## src/rtl/fifo_pkg.sv

```systemverilog
// Shared types and constants for the FIFO read-side stream logic.
package fifo_pkg;
  typedef enum logic [1:0] {IDLE, ACTIVE, STALL} state_t;
  localparam int unsigned SKID_DEPTH = 2;
  localparam int unsigned RD_LAT     = 1;
endpackage

```

## src/rtl/fifo_skid_buf.sv

```systemverilog
// Two-entry {data,last} register buffer; head entry is presented directly.
module fifo_skid_buf #(
  parameter int unsigned data_width = 8
) (
  input  logic                  rd_clk,
  input  logic                  rst_n,
  input  logic                  clear,
  input  logic                  push,
  input  logic [data_width-1:0] din,
  input  logic                  din_last,
  input  logic                  pop,
  output logic [data_width-1:0] dout,
  output logic                  dout_last,
  output logic [1:0]            occ
);
  logic [data_width-1:0] tl_data;
  logic                  tl_last;

  always_ff @(posedge rd_clk or negedge rst_n) begin
    if (!rst_n) begin
      dout      <= '0;
      dout_last <= 1'b0;
      tl_data   <= '0;
      tl_last   <= 1'b0;
      occ       <= '0;
    end else if (clear) begin
      occ <= '0;
    end else begin
      unique case ({push, pop})
        2'b10: begin
          if (occ == 2'd0) begin
            dout      <= din;
            dout_last <= din_last;
          end else begin
            tl_data <= din;
            tl_last <= din_last;
          end
          occ <= occ + 2'd1;
        end
        2'b01: begin
          dout      <= tl_data;
          dout_last <= tl_last;
          occ       <= occ - 2'd1;
        end
        2'b11: begin
          // Concurrent push/pop: the head always takes the oldest remaining entry.
          if (occ == 2'd1) begin
            dout      <= din;
            dout_last <= din_last;
          end else begin
            dout      <= tl_data;
            dout_last <= tl_last;
            tl_data   <= din;
            tl_last   <= din_last;
          end
        end
        default: ;
      endcase
    end
  end
endmodule

```

## src/rtl/fifo_stream_reader.sv

```systemverilog
// FIFO read-side master: pops with credit control, absorbs read latency, emits a valid/ready burst stream.
module fifo_stream_reader
  import fifo_pkg::*;
#(
  parameter int unsigned data_width = 8,
  parameter int unsigned BURST_LEN  = 4,
  parameter int unsigned CNT_WIDTH  = 16
) (
  input  logic                  rd_clk,
  input  logic                  rst_n,
  input  logic                  enable,
  input  logic                  flush,
  output logic                  fifo_rd,
  input  logic [data_width-1:0] fifo_rdata,
  input  logic                  fifo_valid,
  input  logic                  fifo_empty,
  input  logic                  fifo_underflow,
  output logic [data_width-1:0] out_data,
  output logic                  out_valid,
  output logic                  out_last,
  input  logic                  out_ready,
  output logic                  busy,
  output logic [CNT_WIDTH-1:0]  beat_cnt,
  output logic [7:0]            err_cnt
);
  localparam int unsigned      IDX_W    = (BURST_LEN > 1) ? $clog2(BURST_LEN) : 1;
  localparam logic [IDX_W-1:0] LAST_IDX = IDX_W'(BURST_LEN - 1);

  state_t           state, next_state;
  logic [1:0]       occ;
  logic             infl, drop, drop_nxt;
  logic [IDX_W-1:0] burst_idx;
  logic             pop, capture, unexpected, tag_last;
  logic [2:0]       credit;

  assign pop      = out_valid & out_ready;
  assign out_valid = (occ != 2'd0);
  assign credit   = 3'(occ) + 3'(infl) - 3'(pop);
  assign fifo_rd  = rst_n & enable & ~flush & ~fifo_empty & (credit < 3'(SKID_DEPTH));
  assign tag_last = (burst_idx == LAST_IDX);

  // A read in flight during flush returns in the flush cycle itself and is discarded
  // there; drop only stays armed if that return has not yet been seen.
  assign capture    = fifo_valid & infl & ~drop & ~flush;
  assign unexpected = fifo_valid & ~infl & ~drop;
  assign drop_nxt   = drop ? ~fifo_valid : (flush & infl & ~fifo_valid);

  fifo_skid_buf #(.data_width(data_width)) u_skid (
    .rd_clk    (rd_clk),
    .rst_n     (rst_n),
    .clear     (flush),
    .push      (capture),
    .din       (fifo_rdata),
    .din_last  (tag_last),
    .pop       (pop),
    .dout      (out_data),
    .dout_last (out_last),
    .occ       (occ)
  );

  always_ff @(posedge rd_clk or negedge rst_n) begin
    if (!rst_n) begin
      state     <= IDLE;
      infl      <= 1'b0;
      drop      <= 1'b0;
      burst_idx <= '0;
      beat_cnt  <= '0;
      err_cnt   <= '0;
    end else begin
      state <= next_state;
      infl  <= fifo_rd;
      drop  <= drop_nxt;
      if (flush)        burst_idx <= '0;
      else if (capture) burst_idx <= tag_last ? '0 : burst_idx + IDX_W'(1);
      if (pop) beat_cnt <= beat_cnt + CNT_WIDTH'(1);
      if ((fifo_underflow | unexpected) && (err_cnt != 8'hFF)) err_cnt <= err_cnt + 8'd1;
    end
  end

  always_comb begin
    next_state = state;
    unique case (state)
      IDLE:   if (fifo_rd || occ != 2'd0 || infl) next_state = ACTIVE;
      ACTIVE: begin
        if (occ == 2'd2 && !out_ready)                      next_state = STALL;
        else if (occ == 2'd0 && !infl && !fifo_rd && !drop) next_state = IDLE;
      end
      STALL:  if (out_ready) next_state = ACTIVE;
      default: next_state = IDLE;
    endcase
    if (flush) next_state = drop_nxt ? ACTIVE : IDLE;
  end

  assign busy = (state != IDLE);
endmodule

```

## config.mk

```make
export PLATFORM = sky130hd
export DESIGN_NAME = fifo_stream_reader
export DESIGN_NICKNAME = d
export VERILOG_FILES = /design/src/rtl/fifo_pkg.sv /design/src/rtl/fifo_skid_buf.sv /design/src/rtl/fifo_stream_reader.sv
export SDC_FILE = /design/constraint.sdc
export NUM_CORES = 1
export LEC_CHECK = 0
export ABC_AREA = 1
export BUFFER_PORTS_ARGS = -buffer_cell sky130_fd_sc_hd__buf_2
export CORE_MARGIN = 2
export CORE_UTILIZATION = 54
export DETAILED_ROUTE_END_ITERATION = 10
export HOLD_SLACK_MARGIN = 0.1
export PLACE_DENSITY = 0.79
export SLEW_MARGIN = 30
export SYNTH_ARGS = -nofsm -noshare
export SYNTH_HDL_FRONTEND = slang
export SYNTH_SLANG_ARGS = --single-unit
```

## constraint.sdc

```tcl
create_clock -name rd_clk -period 3.1 [get_ports rd_clk]
set_input_delay 0.465 -clock rd_clk [delete_from_list [all_inputs] [get_ports rd_clk]]
set_output_delay 0.465 -clock rd_clk [all_outputs]
set_load 0.01 [all_outputs]
```

==> results of run 1 <==
[routing by layer]
metal	GRT usage	part of all wire	vias to the layer above	routed length, microns
li1	-	-	981	-
met2	0.3323	0.50	52	2348
met5	0	0	-	0
met3	0.04444	0.045	11	213
met4	0.08230	0.019	0	89
met1	0.2473	0.44	946	2084
[cells in the mapped netlist]
master,count
or2_2,1
nor4_2,1
o21ai_0,4
o31ai_1,1
fa_1,1
nor3_2,1
buf_2,1
a21o_1,1
inv_2,3
xnor2_1,7
nor3_1,4
ha_1,7
or2_1,1
inv_1,28
nand2_2,5
nand3_1,25
nand4_1,5
nor2_2,3
nor2_1,24
nor2_4,3
a31oi_1,9
nand2_4,4
o211ai_1,1
buf_8,1
dfrtp_1,50
and2_2,1
a21oi_1,3
nor2_8,1
xor2_1,13
nand2_1,50
mux2_2,9
[cells by family (layout without fill, tap and decap cells)]
family          count (synthesis)  in the layout  synth area share
compound gates                 19             19           0.04498
xor+xnor                       20             20           0.06920
fa+ha+maj                       8              8           0.04251
buf+inv                        33             91           0.05388
flops                          50             50            0.4943
mux                             9              9           0.04004
simple gates                  129            129            0.2551
[final cells by class]
class / count / area, sq um
Clock buffer: 6 / 82.58
Tap cell: 52 / 65.06
Clock inverter: 1 / 30.03
Timing Repair Buffer: 53 / 270.3
Sequential cell: 50 / 1251
Multi-Input combinational cell: 185 / 1156
Inverter: 31 / 116.4
Fill cell: 372 / 1473
[worst min-delay path by stage]
stage	from	end	slack, ns	depth (start not counted)
2_1_floorplan	rst_n	beat_cnt[0]$_DFFE_PN0P_	0.17	0
3_3_place_gp	beat_cnt[15]$_DFFE_PN0P_	beat_cnt[15]$_DFFE_PN0P_	0.45	1
3_5_place_dp	beat_cnt[15]$_DFFE_PN0P_	beat_cnt[15]$_DFFE_PN0P_	0.46	1
4_1_cts	rst_n	u_skid.dout[6]$_DFFE_PN0P_	0.31	2
5_1_grt	rst_n	infl$_DFF_PN0_	0.32	2
6_report	rst_n	infl$_DFF_PN0_	0.28	2
[cell usage in the layout (no fill, tap or decap), drive strengths merged, types with 2 or more instances in the layout]
cell type,instances
xnor2,7
buf,53
a21oi,3
xor2,13
nand2,59
dfrtp,50
mux2,9
ha,7
inv,31
nand3,25
clkbuf,6
nand4,5
nor2,31
or2,2
nor3,5
o21ai,4
a31oi,9
[sequential cells by signal (all words and copies together) (netlist names), 2 cells and up]
| register | count |
|---|---|
| burst_idx | 2 |
| state | 2 |
| u_skid.dout | 8 |
| u_skid.occ | 2 |
| u_skid.tl_data | 8 |
| err_cnt | 8 |
| beat_cnt | 16 |
[worst reg2reg max path, cell delays in order, from the launching register on]
cell	delay (ns)
dfrtp_1	0.44
inv_2	0.09
ha_4	0.20
nor2_4	0.11
ha_1	0.23
inv_1	0.06
nand2_1	0.06
fa_1	0.48
nand3_1	0.07
nor2_1	0.08
nand2_1	0.09
nand3_1	0.11
nand2_1	0.07
nand3_1	0.08
nand3_1	0.07
[per-stage QoR]
| stage | instances | area [sq um] |
|---|---|---|
| final | 378 | 2972 |
| after global routing | 378 | 2972 |
| after CTS | 378 | 2959 |
| after detailed placement | 371 | 2846 |
| after global placement | 371 | 2846 |
| after floorplan | 268 | 2531 |
[power by group]
group / internal (mW) / total (mW) / leakage (nW) / switching, mW
clock: 0.258 / 0.462 / 0.0573 / 0.204
sequential: 0.847 / 1.01 / 0.626 / 0.164
combinational: 0.383 / 0.895 / 0.906 / 0.512
total: 1.49 / 2.37 / 1.59 / 0.879
[what timing repair did]
action,4_1_cts,5_1_grt
endpoints found under the setup margin,0,1
gates resized for setup,0,4
hold buffers,0,0
==> qor.txt, run 1 <==
Worst path cell trace - inv_2 -> ha_4 -> nor2_4 -> ha_1 -> inv_1 -> nand2_1 -> fa_1 -> nand3_1 -> nor2_1 -> nand2_1 -> inv_1 -> buf_2
Warnings from Yosys - 0
Maximum clock path buffer count - 2
Clock Root Buffer - clkbuf_8
Clk slew on worst S/H paths - 0.08 ns
Fin Clk Skew - 0.007088 ns
Layout Utilization - 0.6686
Yosys top cell by area - dfrtp_1
Post-CTS setup buffers - 0
Max VDD drop - 0.4152 mV
Post-DP HPWL - 3.405 mm
Vias in the first global route - 1967
Hold_ws - 0.2844 ns
Die Ht - 72.47 microns
Share of layout cells above drive strength 1 - 0.2914
Crit Path Max Fanout - 6
Initial core utilization - 0.5695
Ant. Diodes - 0
Die width - 72.47 microns
Hold crit path type - in -> async
FF+latch count, synth - 50
CTS tree - yes
RR Startpoint - u_skid.occ[1]$_DFFE_PN0P_
RSZ-0062 raised after global routing - false
Crit path capture - fifo_rd
Pwr dens - 796.4 nW/um^2
CP Capture Type - primary output
DIE AREA - 5251 sq um
Fmax - 345.8 MHz
DRT iter0 DRCs - 57
MaxCap Viol Count - 0
Post-synth top area share - 0.4943
Area growth, synth to finish - 17.40%
Vias - 1990
CP Depth - 12
Slowest CP cell - fa_1
Rel. slew slack - 0.5830
Largest cells by area after synthesis - dfrtp_1, nand2_1, nand3_1
Slew Limit Fails - 0
Row cnt - 24
Crit path kind - reg -> out
RD Place Congestion - 0.8681
Syn nets - 292
IO Count - 52
FF-to-FF End - state[0]$_DFFE_PN0P_
Outcome - complete, no violations
Cell Area, Synth - 2531 sq um
Finish-stage setup viols - 0
Num CTS Buffers - 5
Worst path bufs/invs - 4
DRT Wirelength - 4.736 mm
FF-to-FF path depth - 14
Setup crit start - u_skid.occ[1]$_DFFE_PN0P_
First-pass GRT wire length - 8.176 mm
CTS HTree Levels - 2
Slowest cell delay on critical path - 0.48 ns
Hold Fails Final Rpt - 0
Worst Tran Pin Value - 0.6255 ns
Crit path DAT - 2.43 ns
PnR worst setup slack - 0.2082 ns
DP Worst Slack - 0.3513 ns
DR WL/cell - 12.53 microns
Total grt overflow - 0
Initial antenna violation count - 0
Buffers on Ports - 51
NumNets Final - 350
Register area share after synthesis - 0.4943
Final Cycle Share - 0.9329
Library cells used by synthesis - 31
Post-Syn Instances - 268
Tot Pwr - 2.367 mW
Syn Area/Cell - 9.445 sq um
WP data required - 2.63 ns
Worst setup SP type - flip-flop
Reg2reg setup slack - 0.74 ns
CP delay by family, top - adder cells
Largest net degree at the start of global routing - 51
Drt pass-1 iters - 4
Setup TNS - 0 ns
Residual DRC - 0
Clk Latency, worst-skew pair - 0.30 ns
Final min period - 2.892 ns
Core ar. - 4444 sq um
# clock sinks - 50
Vias/cell - 5.265
Leak - 1.589 nW
Total track usage - 0.1978
Routed Antenna Nets - 0
(Power assumes the default switching activity.)
==> inputs of run 2 (changes only) <==
- BUFFER_PORTS_ARGS: -buffer_cell sky130_fd_sc_hd__buf_2 -> default
- CORE_ASPECT_RATIO: default -> 0.9
- CORE_UTILIZATION: 54 -> 55
- DONT_BUFFER_PORTS: default -> 1
- PLACE_DENSITY: 0.79 -> 0.7
==> run 2 against run 1 <==
Compared with the run above: sequential share of layout area up 3.9 points; non-clock buffer count shrank 50; clock skew barely moved; highest routed layer unchanged; flip-flop and latch count unchanged; first-iteration DRC count is 95% higher; core utilization is 5.4 points lower; die area is 1.7% lower; power is 11% lower; clock power down 20%; cell count is 10% lower; hold slack worse by 0.065 ns; routed wire length is 4.1% lower.
==> qor.txt, run 2 (synthesis results as in run 1) <==
Outcome - complete, no violations
CTS HTree Levels - 2 (unchanged)
Crit path DAT - 2.46 ns (+0.03 ns)
RD Place Congestion - 0.8374 (-3.5%)
Multi-input logic area - 1146 sq um (-0.87%)
RR Startpoint - u_skid.occ[1]$_DFFE_PN0P_
Worst path cell trace - inv_1 -> ha_2 -> nor2_4 -> ha_1 -> inv_1 -> nand2_1 -> fa_1 -> nand3_1 -> nor2_1 -> nand2_1 -> inv_1
Drt pass-1 iters - 5 (+1)
Worst path bufs/invs - 3 (-1)
First-pass GRT wire length - 7.265 mm (-11%)
Uppermost layer routed - met4
DRT iter0 DRCs - 111 (+95%)
Total grt overflow - 0 (unchanged)
Vias in the first global route - 1602 (-19%)
Max VDD drop - 0.4727 mV (+14%)
Setup TNS - 0 ns (unchanged)
Placed Area - 2596 sq um (-8.8%)
NumNets Final - 300 (-14%)
Die width - 75.51 microns (+4.2%)
Num CTS Buffers - 5 (unchanged)
DR WL/cell - 13.40 microns (+7.0%)
FF-to-FF End - state[0]$_DFFE_PN0P_
Post-DP HPWL - 3.250 mm (-4.6%)
Worst setup SP type - flip-flop
Ant. Diodes - 0 (unchanged)
Maximum clock path buffer count - 2 (unchanged)
Slowest CP cell - fa_1
Finish-stage setup viols - 0 (unchanged)
MaxCap Viol Count - 0 (unchanged)
Layout Utilization - 0.6143 (-0.05429)
Reg2reg setup slack - 0.66 ns (-0.08 ns)
Buffers on Ports - 0 (-100%)
Most frequent cells in the layout - nand2_1, dfrtp_1, inv_1
Crit Path Max Fanout - 6 (unchanged)
RSZ-0062 raised after global routing - false
Initial antenna violation count - 0 (unchanged)
Core ar. - 4432 sq um (-0.28%)
Area growth, synth to finish - 7.563%
Final Cycle Share - 0.9434 (+0.01056)
Routed Antenna Nets - 0 (unchanged)
WP data required - 2.63 ns (about the same)
Initial core utilization - 0.5711 (+0.001608)
CP Depth - 11 (-1)
Vias - 1739 (-13%)
Final Instance Area - 2723 sq um (-8.4%)
Total track usage - 0.1904 (-0.007378)
Clk Latency, worst-skew pair - 0.30 ns (about the same)
Hold endpoint - state[1]$_DFFE_PN0P_
Leak - 1.376 nW (-13%)
# clock sinks - 50 (unchanged)
IO Count - 52 (unchanged)
Max reg flops - 16 (unchanged)
FF-to-FF path depth - 14 (unchanged)
FF/Latch Area - 1251 sq um (unchanged)
Vias/cell - 5.130 (-2.6%)
Hold crit path type - in -> reg
DRT Wirelength - 4.543 mm (-4.1%)
Clk slew on worst S/H paths - 0.09 ns (about the same)
Met3 routed WL - 287 microns (+35%)
Die Ht - 68.36 microns (-5.7%)
Hold path depth - 1
Largest net degree at the start of global routing - 51 (unchanged)
Hold Fails Final Rpt - 0 (unchanged)
Share of layout cells above drive strength 1 - 0.1516 (-0.1398)
Pwr dens - 773.8 nW/um^2 (-2.8%)
Fillers - 396 (+6.5%)
Fin Clk Skew - 0.006721 ns (-0.0003672 ns)
Fmax - 341.9 MHz (-1.1%)
Row cnt - 23 (-4.2%)
Slew Limit Fails - 0 (unchanged)
Worst Tran Pin Value - 0.2838 ns (-0.3417 ns)
Met1 WL - 2.053 mm (-1.5%)
Met2 Wirelength - 2.134 mm (-9.1%)
CTS tree - yes
DIE AREA - 5161 sq um (-1.7%)
Clock Root Buffer - clkbuf_8
Biggest register - beat_cnt
Crit path kind - reg -> out
Rel. slew slack - 0.8092 (+0.2262)
Residual DRC - 0 (unchanged)
CP delay by family, top - adder cells
CP most frequent cell - inv_1
CP Capture Type - primary output
Final min period - 2.925 ns (+0.03274 ns)
Min-delay src - flush
Slowest cell delay on critical path - 0.50 ns (+0.02 ns)
## run 2: where the power goes
part / switching (mW) / internal [mW] / leakage (nW)
sequential: 0.260 / 0.846 / 0.626
clock: 0.211 / 0.160 / 0.0452
combinational: 0.367 / 0.263 / 0.705
## run 2: metrics by stage
stage               std cells  hold WS (ns)  setup slack [ns]  power, mW
global route              339        0.2073          0.008582      2.275
global placement          329        0.1709            0.5224      1.698
CTS                       339        0.2080           0.08206      2.128
finish                    339        0.2190            0.1754      2.107
detailed placement        329        0.1711            0.4347      1.733
floorplan                 268        0.1694            0.3719      1.588
## run 2: routing by layer
metal | vias to the layer above | track usage
met5 | - | 0
met2 | 44 | 0.2989
met1 | 804 | 0.2486
met3 | 7 | 0.05744
met4 | 0 | 0.07237
li1 | 884 | -
## run 2: area by class of cell
type                       instances  area share
timing repair buffer               3     0.01654
sequential                        50      0.4596
clock inverter                     2    0.005055
inverter                          31     0.04274
clock buffer                       6     0.02665
multi-input combinational        185      0.4210
tap                               62     0.02849
## run 2: worst max path at each step
stage	endpoint	slack [ns]	start
3_3_place_gp	fifo_rd	0.52	u_skid.occ[1]$_DFFE_PN0P_
6_report	fifo_rd	0.18	u_skid.occ[1]$_DFFE_PN0P_
4_1_cts	fifo_rd	0.08	u_skid.occ[0]$_DFFE_PN0P_
3_5_place_dp	fifo_rd	0.43	u_skid.occ[1]$_DFFE_PN0P_
2_1_floorplan	fifo_rd	0.37	u_skid.occ[1]$_DFFE_PN0P_
5_1_grt	fifo_rd	0.009	u_skid.occ[1]$_DFFE_PN0P_
## run 2: repair_timing
action,in CTS,in global routing
hold buffers,2,0
buffers inserted,0,0
resized for setup,0,1
setup endpoints to repair,0,1
endpoints found under the hold margin,50,0
